File: config.mk
export PLATFORM = sky130hd
export DESIGN_NAME = multicycle_control_fsm_flat
export DESIGN_NICKNAME = d
export VERILOG_FILES = /design/src/rtl/multicycle_control_fsm_if.sv /design/src/rtl/multicycle_control_fsm.sv /design/src/flat_wrapper.sv
export SDC_FILE = /design/constraint.sdc
export NUM_CORES = 1
export LEC_CHECK = 0
export CORE_AREA = 2 2 39 41
export CTS_CLUSTER_DIAMETER = 50
export DETAILED_ROUTE_END_ITERATION = 8
export DIE_AREA = 0 0 41 43
export DONT_BUFFER_PORTS = 1
export SYNTH_ARGS = -nofsm -noshare
export SYNTH_HDL_FRONTEND = slang
export SYNTH_SLANG_ARGS = --single-unit
export TNS_END_PERCENT = 10
File: constraint.sdc
create_clock -name clk -period 4.7 [get_ports clk]
set_input_delay 0.235 -clock clk [delete_from_list [all_inputs] [get_ports clk]]
set_output_delay 0.235 -clock clk [all_outputs]
set_load 0.005 [all_outputs]
File: src/rtl/multicycle_control_fsm_if.sv
// Control bundle between the multicycle sequencer (master) and the MIPS datapath (slave).
// Carries the IR opcode, the memory handshake, every datapath enable/select and status.
interface multicycle_control_fsm_if;
    logic [5:0] opcode;
    logic       mem_ready;
    logic       pc_write;
    logic       pc_write_cond;
    logic       i_or_d;
    logic       mem_read;
    logic       mem_write;
    logic       ir_write;
    logic       mem_to_reg;
    logic       reg_dst;
    logic       reg_write;
    logic       alu_src_a;
    logic [1:0] alu_src_b;
    logic [1:0] alu_op;
    logic [1:0] pc_source;
    logic [3:0] state;
    logic       illegal_op;

    modport master (
        input  opcode, mem_ready,
        output pc_write, pc_write_cond, i_or_d, mem_read, mem_write, ir_write,
               mem_to_reg, reg_dst, reg_write, alu_src_a, alu_src_b, alu_op,
               pc_source, state, illegal_op
    );

    modport slave (
        output opcode, mem_ready,
        input  pc_write, pc_write_cond, i_or_d, mem_read, mem_write, ir_write,
               mem_to_reg, reg_dst, reg_write, alu_src_a, alu_src_b, alu_op,
               pc_source, state, illegal_op
    );
endinterface

File: src/rtl/multicycle_control_fsm.sv
// Moore sequencer for the multicycle MIPS datapath with a sticky illegal-opcode flag.
// Optional MEM_WAIT_EN: FETCH/MEMRD/MEMWR stall on mem_ready=0.
module multicycle_control_fsm (
    input  logic                      clk,
    input  logic                      reset,
    multicycle_control_fsm_if.master  bus
);
    localparam int unsigned OP_W  = 6;
    localparam int unsigned ST_W  = 4;

    localparam logic [OP_W-1:0] OP_RTYPE = 6'b000000;
    localparam logic [OP_W-1:0] OP_LW    = 6'b100011;
    localparam logic [OP_W-1:0] OP_SW    = 6'b101011;
    localparam logic [OP_W-1:0] OP_BEQ   = 6'b000100;
    localparam logic [OP_W-1:0] OP_ADDI  = 6'b001000;
    localparam logic [OP_W-1:0] OP_J     = 6'b000010;

    typedef enum logic [ST_W-1:0] {
        FETCH   = 4'd0,
        DECODE  = 4'd1,
        MEMADR  = 4'd2,
        MEMRD   = 4'd3,
        MEMWB   = 4'd4,
        MEMWR   = 4'd5,
        EXECUTE = 4'd6,
        ALUWB   = 4'd7,
        BRANCH  = 4'd8,
        ADDIEX  = 4'd9,
        ADDIWB  = 4'd10,
        JUMP    = 4'd11
    } state_t;

    state_t state_q;
    state_t state_d;
    logic   illegal_q;
    logic   illegal_d;
    logic   mem_ready_c;

`ifdef MEM_WAIT_EN
    assign mem_ready_c = bus.mem_ready;
`else
    assign mem_ready_c = 1'b1;
`endif

    // State and sticky flag registers
    always_ff @(posedge clk or negedge reset) begin
        if (!reset) begin
            state_q   <= FETCH;
            illegal_q <= 1'b0;
        end else begin
            state_q   <= state_d;
            illegal_q <= illegal_d;
        end
    end

    // Next-state logic
    always_comb begin
        state_d   = state_q;
        illegal_d = illegal_q;
        case (state_q)
            FETCH:   if (mem_ready_c) state_d = DECODE;
            DECODE: begin
                case (bus.opcode)
                    OP_LW, OP_SW: state_d = MEMADR;
                    OP_RTYPE:     state_d = EXECUTE;
                    OP_BEQ:       state_d = BRANCH;
                    OP_ADDI:      state_d = ADDIEX;
                    OP_J:         state_d = JUMP;
                    default: begin
                        state_d   = FETCH;
                        illegal_d = 1'b1;
                    end
                endcase
            end
            MEMADR: begin
                if (bus.opcode == OP_LW)      state_d = MEMRD;
                else if (bus.opcode == OP_SW) state_d = MEMWR;
                else                          state_d = FETCH;
            end
            MEMRD:   if (mem_ready_c) state_d = MEMWB;
            MEMWR:   if (mem_ready_c) state_d = FETCH;
            EXECUTE: state_d = ALUWB;
            ADDIEX:  state_d = ADDIWB;
            MEMWB, ALUWB, BRANCH, ADDIWB, JUMP: state_d = FETCH;
            default: state_d = FETCH;
        endcase
    end

    // Control decode from state; reset blanks every control combinationally
    always_comb begin
        bus.pc_write      = 1'b0;
        bus.pc_write_cond = 1'b0;
        bus.i_or_d        = 1'b0;
        bus.mem_read      = 1'b0;
        bus.mem_write     = 1'b0;
        bus.ir_write      = 1'b0;
        bus.mem_to_reg    = 1'b0;
        bus.reg_dst       = 1'b0;
        bus.reg_write     = 1'b0;
        bus.alu_src_a     = 1'b0;
        bus.alu_src_b     = 2'b00;
        bus.alu_op        = 2'b00;
        bus.pc_source     = 2'b00;
        case (state_q)
            FETCH: begin
                bus.mem_read  = 1'b1;
                bus.ir_write  = mem_ready_c;
                bus.pc_write  = mem_ready_c;
                bus.alu_src_b = 2'b01;
            end
            DECODE:  bus.alu_src_b = 2'b11;
            MEMADR, ADDIEX: begin
                bus.alu_src_a = 1'b1;
                bus.alu_src_b = 2'b10;
            end
            MEMRD: begin
                bus.mem_read = 1'b1;
                bus.i_or_d   = 1'b1;
            end
            MEMWB: begin
                bus.mem_to_reg = 1'b1;
                bus.reg_write  = 1'b1;
            end
            MEMWR: begin
                bus.mem_write = 1'b1;
                bus.i_or_d    = 1'b1;
            end
            EXECUTE: begin
                bus.alu_src_a = 1'b1;
                bus.alu_op    = 2'b10;
            end
            ALUWB: begin
                bus.reg_dst   = 1'b1;
                bus.reg_write = 1'b1;
            end
            BRANCH: begin
                bus.alu_src_a     = 1'b1;
                bus.alu_op        = 2'b01;
                bus.pc_source     = 2'b01;
                bus.pc_write_cond = 1'b1;
            end
            ADDIWB:  bus.reg_write = 1'b1;
            JUMP: begin
                bus.pc_source = 2'b10;
                bus.pc_write  = 1'b1;
            end
            default: ;
        endcase
        if (!reset) begin
            bus.pc_write      = 1'b0;
            bus.pc_write_cond = 1'b0;
            bus.i_or_d        = 1'b0;
            bus.mem_read      = 1'b0;
            bus.mem_write     = 1'b0;
            bus.ir_write      = 1'b0;
            bus.mem_to_reg    = 1'b0;
            bus.reg_dst       = 1'b0;
            bus.reg_write     = 1'b0;
            bus.alu_src_a     = 1'b0;
            bus.alu_src_b     = 2'b00;
            bus.alu_op        = 2'b00;
            bus.pc_source     = 2'b00;
        end
    end

    assign bus.state      = state_q;
    assign bus.illegal_op = illegal_q;

endmodule

File: src/flat_wrapper.sv
// flat-port wrapper written by rule: the top's interface ports become plain ports
module multicycle_control_fsm_flat 
  (clk, reset, bus_opcode, bus_mem_ready, bus_pc_write, bus_pc_write_cond, bus_i_or_d, bus_mem_read, bus_mem_write, bus_ir_write, bus_mem_to_reg, bus_reg_dst, bus_reg_write, bus_alu_src_a, bus_alu_src_b, bus_alu_op, bus_pc_source, bus_state, bus_illegal_op);
  multicycle_control_fsm_if bus_i ();
  input  logic clk;
  input  logic reset;
  input wire logic [$bits(bus_i.opcode)-1:0] bus_opcode;
  input wire logic [$bits(bus_i.mem_ready)-1:0] bus_mem_ready;
  output wire logic [$bits(bus_i.pc_write)-1:0] bus_pc_write;
  output wire logic [$bits(bus_i.pc_write_cond)-1:0] bus_pc_write_cond;
  output wire logic [$bits(bus_i.i_or_d)-1:0] bus_i_or_d;
  output wire logic [$bits(bus_i.mem_read)-1:0] bus_mem_read;
  output wire logic [$bits(bus_i.mem_write)-1:0] bus_mem_write;
  output wire logic [$bits(bus_i.ir_write)-1:0] bus_ir_write;
  output wire logic [$bits(bus_i.mem_to_reg)-1:0] bus_mem_to_reg;
  output wire logic [$bits(bus_i.reg_dst)-1:0] bus_reg_dst;
  output wire logic [$bits(bus_i.reg_write)-1:0] bus_reg_write;
  output wire logic [$bits(bus_i.alu_src_a)-1:0] bus_alu_src_a;
  output wire logic [$bits(bus_i.alu_src_b)-1:0] bus_alu_src_b;
  output wire logic [$bits(bus_i.alu_op)-1:0] bus_alu_op;
  output wire logic [$bits(bus_i.pc_source)-1:0] bus_pc_source;
  output wire logic [$bits(bus_i.state)-1:0] bus_state;
  output wire logic [$bits(bus_i.illegal_op)-1:0] bus_illegal_op;
  assign bus_i.opcode = bus_opcode;
  assign bus_i.mem_ready = bus_mem_ready;
  assign bus_pc_write = bus_i.pc_write;
  assign bus_pc_write_cond = bus_i.pc_write_cond;
  assign bus_i_or_d = bus_i.i_or_d;
  assign bus_mem_read = bus_i.mem_read;
  assign bus_mem_write = bus_i.mem_write;
  assign bus_ir_write = bus_i.ir_write;
  assign bus_mem_to_reg = bus_i.mem_to_reg;
  assign bus_reg_dst = bus_i.reg_dst;
  assign bus_reg_write = bus_i.reg_write;
  assign bus_alu_src_a = bus_i.alu_src_a;
  assign bus_alu_src_b = bus_i.alu_src_b;
  assign bus_alu_op = bus_i.alu_op;
  assign bus_pc_source = bus_i.pc_source;
  assign bus_state = bus_i.state;
  assign bus_illegal_op = bus_i.illegal_op;
  multicycle_control_fsm u_core (.clk(clk), .reset(reset), .bus(bus_i));
endmodule
==> results.json <==
{
  "outcome": "completed",
  "p_seq_frac": 0.389,
  "rsz0062_at_grt": "no",
  "switching_share": 0.405,
  "p_sw_uw": 83.3,
  "clkSinkCount": 5,
  "peakVddDrop_mv": 0.208,
  "final.min_clock_period_ns": 1.80,
  "wire_per_inst_um": 14.9,
  "numCtsBuffers": 3,
  "rrSetupSlack_ns": 2.90,
  "synth.cell_area_sq_um": 554,
  "worstSetupPathType": "reg -> reg",
  "grt_antenna_before_repair": 0,
  "power_frac_comb": 0.372,
  "route.detailed.drc": 0,
  "grt_first_pass_wirelength_mm": 2.13,
  "dieArea_sq_um": 1760,
  "wirelength_mm": 1.32,
  "yosys_warnings": 0,
  "fillers": 162,
  "drv_cap": 0,
  "grt_overflow": 0,
  "fin_crit_sh": 0.382,
  "h-tree-depth": 1,
  "port_buffers": 0,
  "rr_startpoint": "u_core.bus.state[3]",
  "vias": 551,
  "whs_path_depth": 2,
  "design_power_total_uw": 206,
  "grt_use_total": 0.178,
  "p_clk_frac": 0.239,
  "worstMarginPinSlew_ns": 0.513,
  "clk_pin_slew_ns": 0.04,
  "final_nets": 83,
  "max-clock-path-buffers": 2,
  "cpLargestDelayFamily": "simple AND/OR/NAND/NOR gates",
  "syn_avg_cell_area_sq_um": 7.49,
  "hold_path_class": "in -> reg",
  "grt_max_degree": 19,
  "setup_viol": 0,
  "fmax_mhz": 556,
  "hp-start": "bus_opcode[3]",
  "fp-row-count": 14,
  "r2r_end": "u_core.bus.state[2]",
  "p_int_uw": 123,
  "tns_ns": 0,
  "start_util": 0.401,
  "cp_slowest_cell": "or4b_4",
  "leakagePower_nw": 0.230,
  "r2r_cells": 3,
  "clock_skew_ns": 0.00132,
  "hold_viol": 0,
  "critPathLaunchType": "flip-flop",
  "synth-seq-cells": 5,
  "holdPathEnd": "u_core.bus.state[2]",
  "yosys.cell_types.count": 35,
  "drive_gt1_frac": 0.0548,
  "io_pins": 30,
  "fp.coreArea_sq_um": 1380,
  "cp.required_ns": 4.87,
  "cp_slowest_stage_delay_ns": 0.61,
  "dp_hpwl_um": 953,
  "viasPerCell": 6.19,
  "cp.arrival_ns": 1.97,
  "clock_latency_ns": 0.24,
  "ant_nets": 0,
  "grt_pass1_vias": 491,
  "place.gp.congestion": 0.752,
  "drt_iter0_drc": 9,
  "antenna_cells": 0,
  "cts_tree": "yes",
  "crit_fanout": 18,
  "syn-num-nets": 83,
  "cp.buffers_inverters": 0,
  "finalMaxSlewViolations": 0,
  "seq_area_frac_synth": 0.226,
  "path_cells": "or4b_4 -> or4_1 -> nand3_1",
  "root_buffer": "clkbuf_4",
  "timing.slew.headroom": 0.658,
  "powerDensity_nw_per_um2": 353,
  "syn-instance-count": 74,
  "firstDrtPassIters": 4,
  "area_delta_synth_final_pct": 5.19,
  "post_cts_resized": 0,
  "die_x_um": 41,
  "end_kind": "flip-flop",
  "die_h_um": 43
}
## final cells by class
| cell class | count | area (sq um) | area share |
|---|---|---|---|
| multi-input cells | 62 | 398 | 0.682 |
| clock buffers | 4 | 26.3 | 0.0451 |
| repair buffers | 1 | 10.0 | 0.0172 |
| inverters | 1 | 3.75 | 0.00644 |
| well taps | 16 | 20.0 | 0.0343 |
| flip-flops and latches | 5 | 125 | 0.215 |
## placed cells by master, fill, tap and decap left out, types with 2 or more instances in the layout
master and instances:
nand2b_1 7, clkbuf_4 3, a21oi_1 3, dfrtp_1 5
nor2b_1 5, nand2_1 2, and3_1 3, or4_1 3
nor4b_1 2, nor2_1 10, nor3_1 2, xnor2_1 3
nand3_1 4
## how the worst max path moves through the flow
stage | start | to | slack, ns | cells past startpoint
detailed placement | u_core.bus.state[3] | u_core.bus.state[2] | 2.91 | 3
CTS | u_core.bus.state[3] | u_core.bus.state[2] | 2.90 | 3
global route | u_core.bus.state[1] | bus_alu_src_a | 2.77 | 3
finish | u_core.bus.state[3] | u_core.bus.state[2] | 2.90 | 3
floorplan | u_core.bus.state[3] | u_core.bus.state[2] | 3.13 | 3
global placement | u_core.bus.state[3] | u_core.bus.state[2] | 2.91 | 3
## cells in the mapped netlist
cell type,count,share of area
or4b_4,1,0.025
o31a_1,1,0.016
a21boi_0,1,0.014
or3b_1,1,0.016
or4_1,3,0.041
buf_2,1,0.0090
xnor2_1,3,0.047
o221ai_1,1,0.016
and4b_1,1,0.018
xor2_1,1,0.016
nor3_1,2,0.018
nand3_1,4,0.036
nand2b_1,7,0.079
o31ai_1,1,0.014
o2bb2a_1,1,0.018
o311a_1,1,0.018
nor4_1,1,0.011
a22oi_1,1,0.014
o21ai_0,1,0.0090
nand2_1,2,0.014
nand3b_1,1,0.014
nor4b_1,2,0.032
clkbuf_1,3,0.020
nor3b_1,1,0.014
buf_1,1,0.0068
nor2_1,10,0.068
buf_4,1,0.014
dfrtp_1,5,0.23
a21oi_1,3,0.027
and3_1,3,0.034
nor2b_1,5,0.056
nand4_1,1,0.011
or3_1,1,0.011
inv_1,1,0.0068
o21a_1,1,0.014
## logic make-up (layout without fill, tap and decap cells)
logic type	Yosys count	count (layout)	synth area share
AO/OA/AOI/OAI	12	12	0.158
XOR/XNOR	4	4	0.0632
buffers and inverters	7	6	0.0564
flip-flops	5	5	0.226
AND/OR/NAND/NOR	46	46	0.497
## per-stage QoR
step	setup slack, ns	utilization	cell area, sq um	hold WS (ns)	instances
final	2.90	0.421	583	0.164	89
after floorplan	3.13	-	554	-0.0606	74
after detailed placement	2.91	0.395	547	-0.0605	84
after global placement	2.91	0.395	547	-0.0604	84
after CTS	2.90	0.421	583	0.153	89
after global routing	2.77	0.421	583	0.153	89
## timing repair
action                                 in CTS  in global routing
endpoints found under the hold margin       5                  0
setup endpoints to repair                   0                  0
buffers inserted                            0                  0
hold buffers                                1                  0
## power by group through the flow
stage / clock, mW / combinational (mW) / sequential (mW)
floorplan: 0 / 0.0844 / 0.0597
global placement: 0 / 0.0737 / 0.0807
detailed placement: 0 / 0.0752 / 0.0809
CTS: 0.0513 / 0.0773 / 0.0801
global route: 0.0545 / 0.0869 / 0.0828
finish: 0.0491 / 0.0766 / 0.0801
## flip-flops by register name, indices dropped and copies added, names as in the netlist
name,flops
u_core.bus.illegal_op,1
u_core.bus.state,4
## routing by layer
metal | vias up | global-route usage | part of all wire
li1 | 272 | - | -
met1 | 258 | 0.220 | 0.44
met2 | 19 | 0.266 | 0.49
met3 | 2 | 0.0628 | 0.061
met4 | 0 | 0.0800 | 0.0038
met5 | - | 0 | 0
No activity file was read; power rests on OpenSTA's default activity.
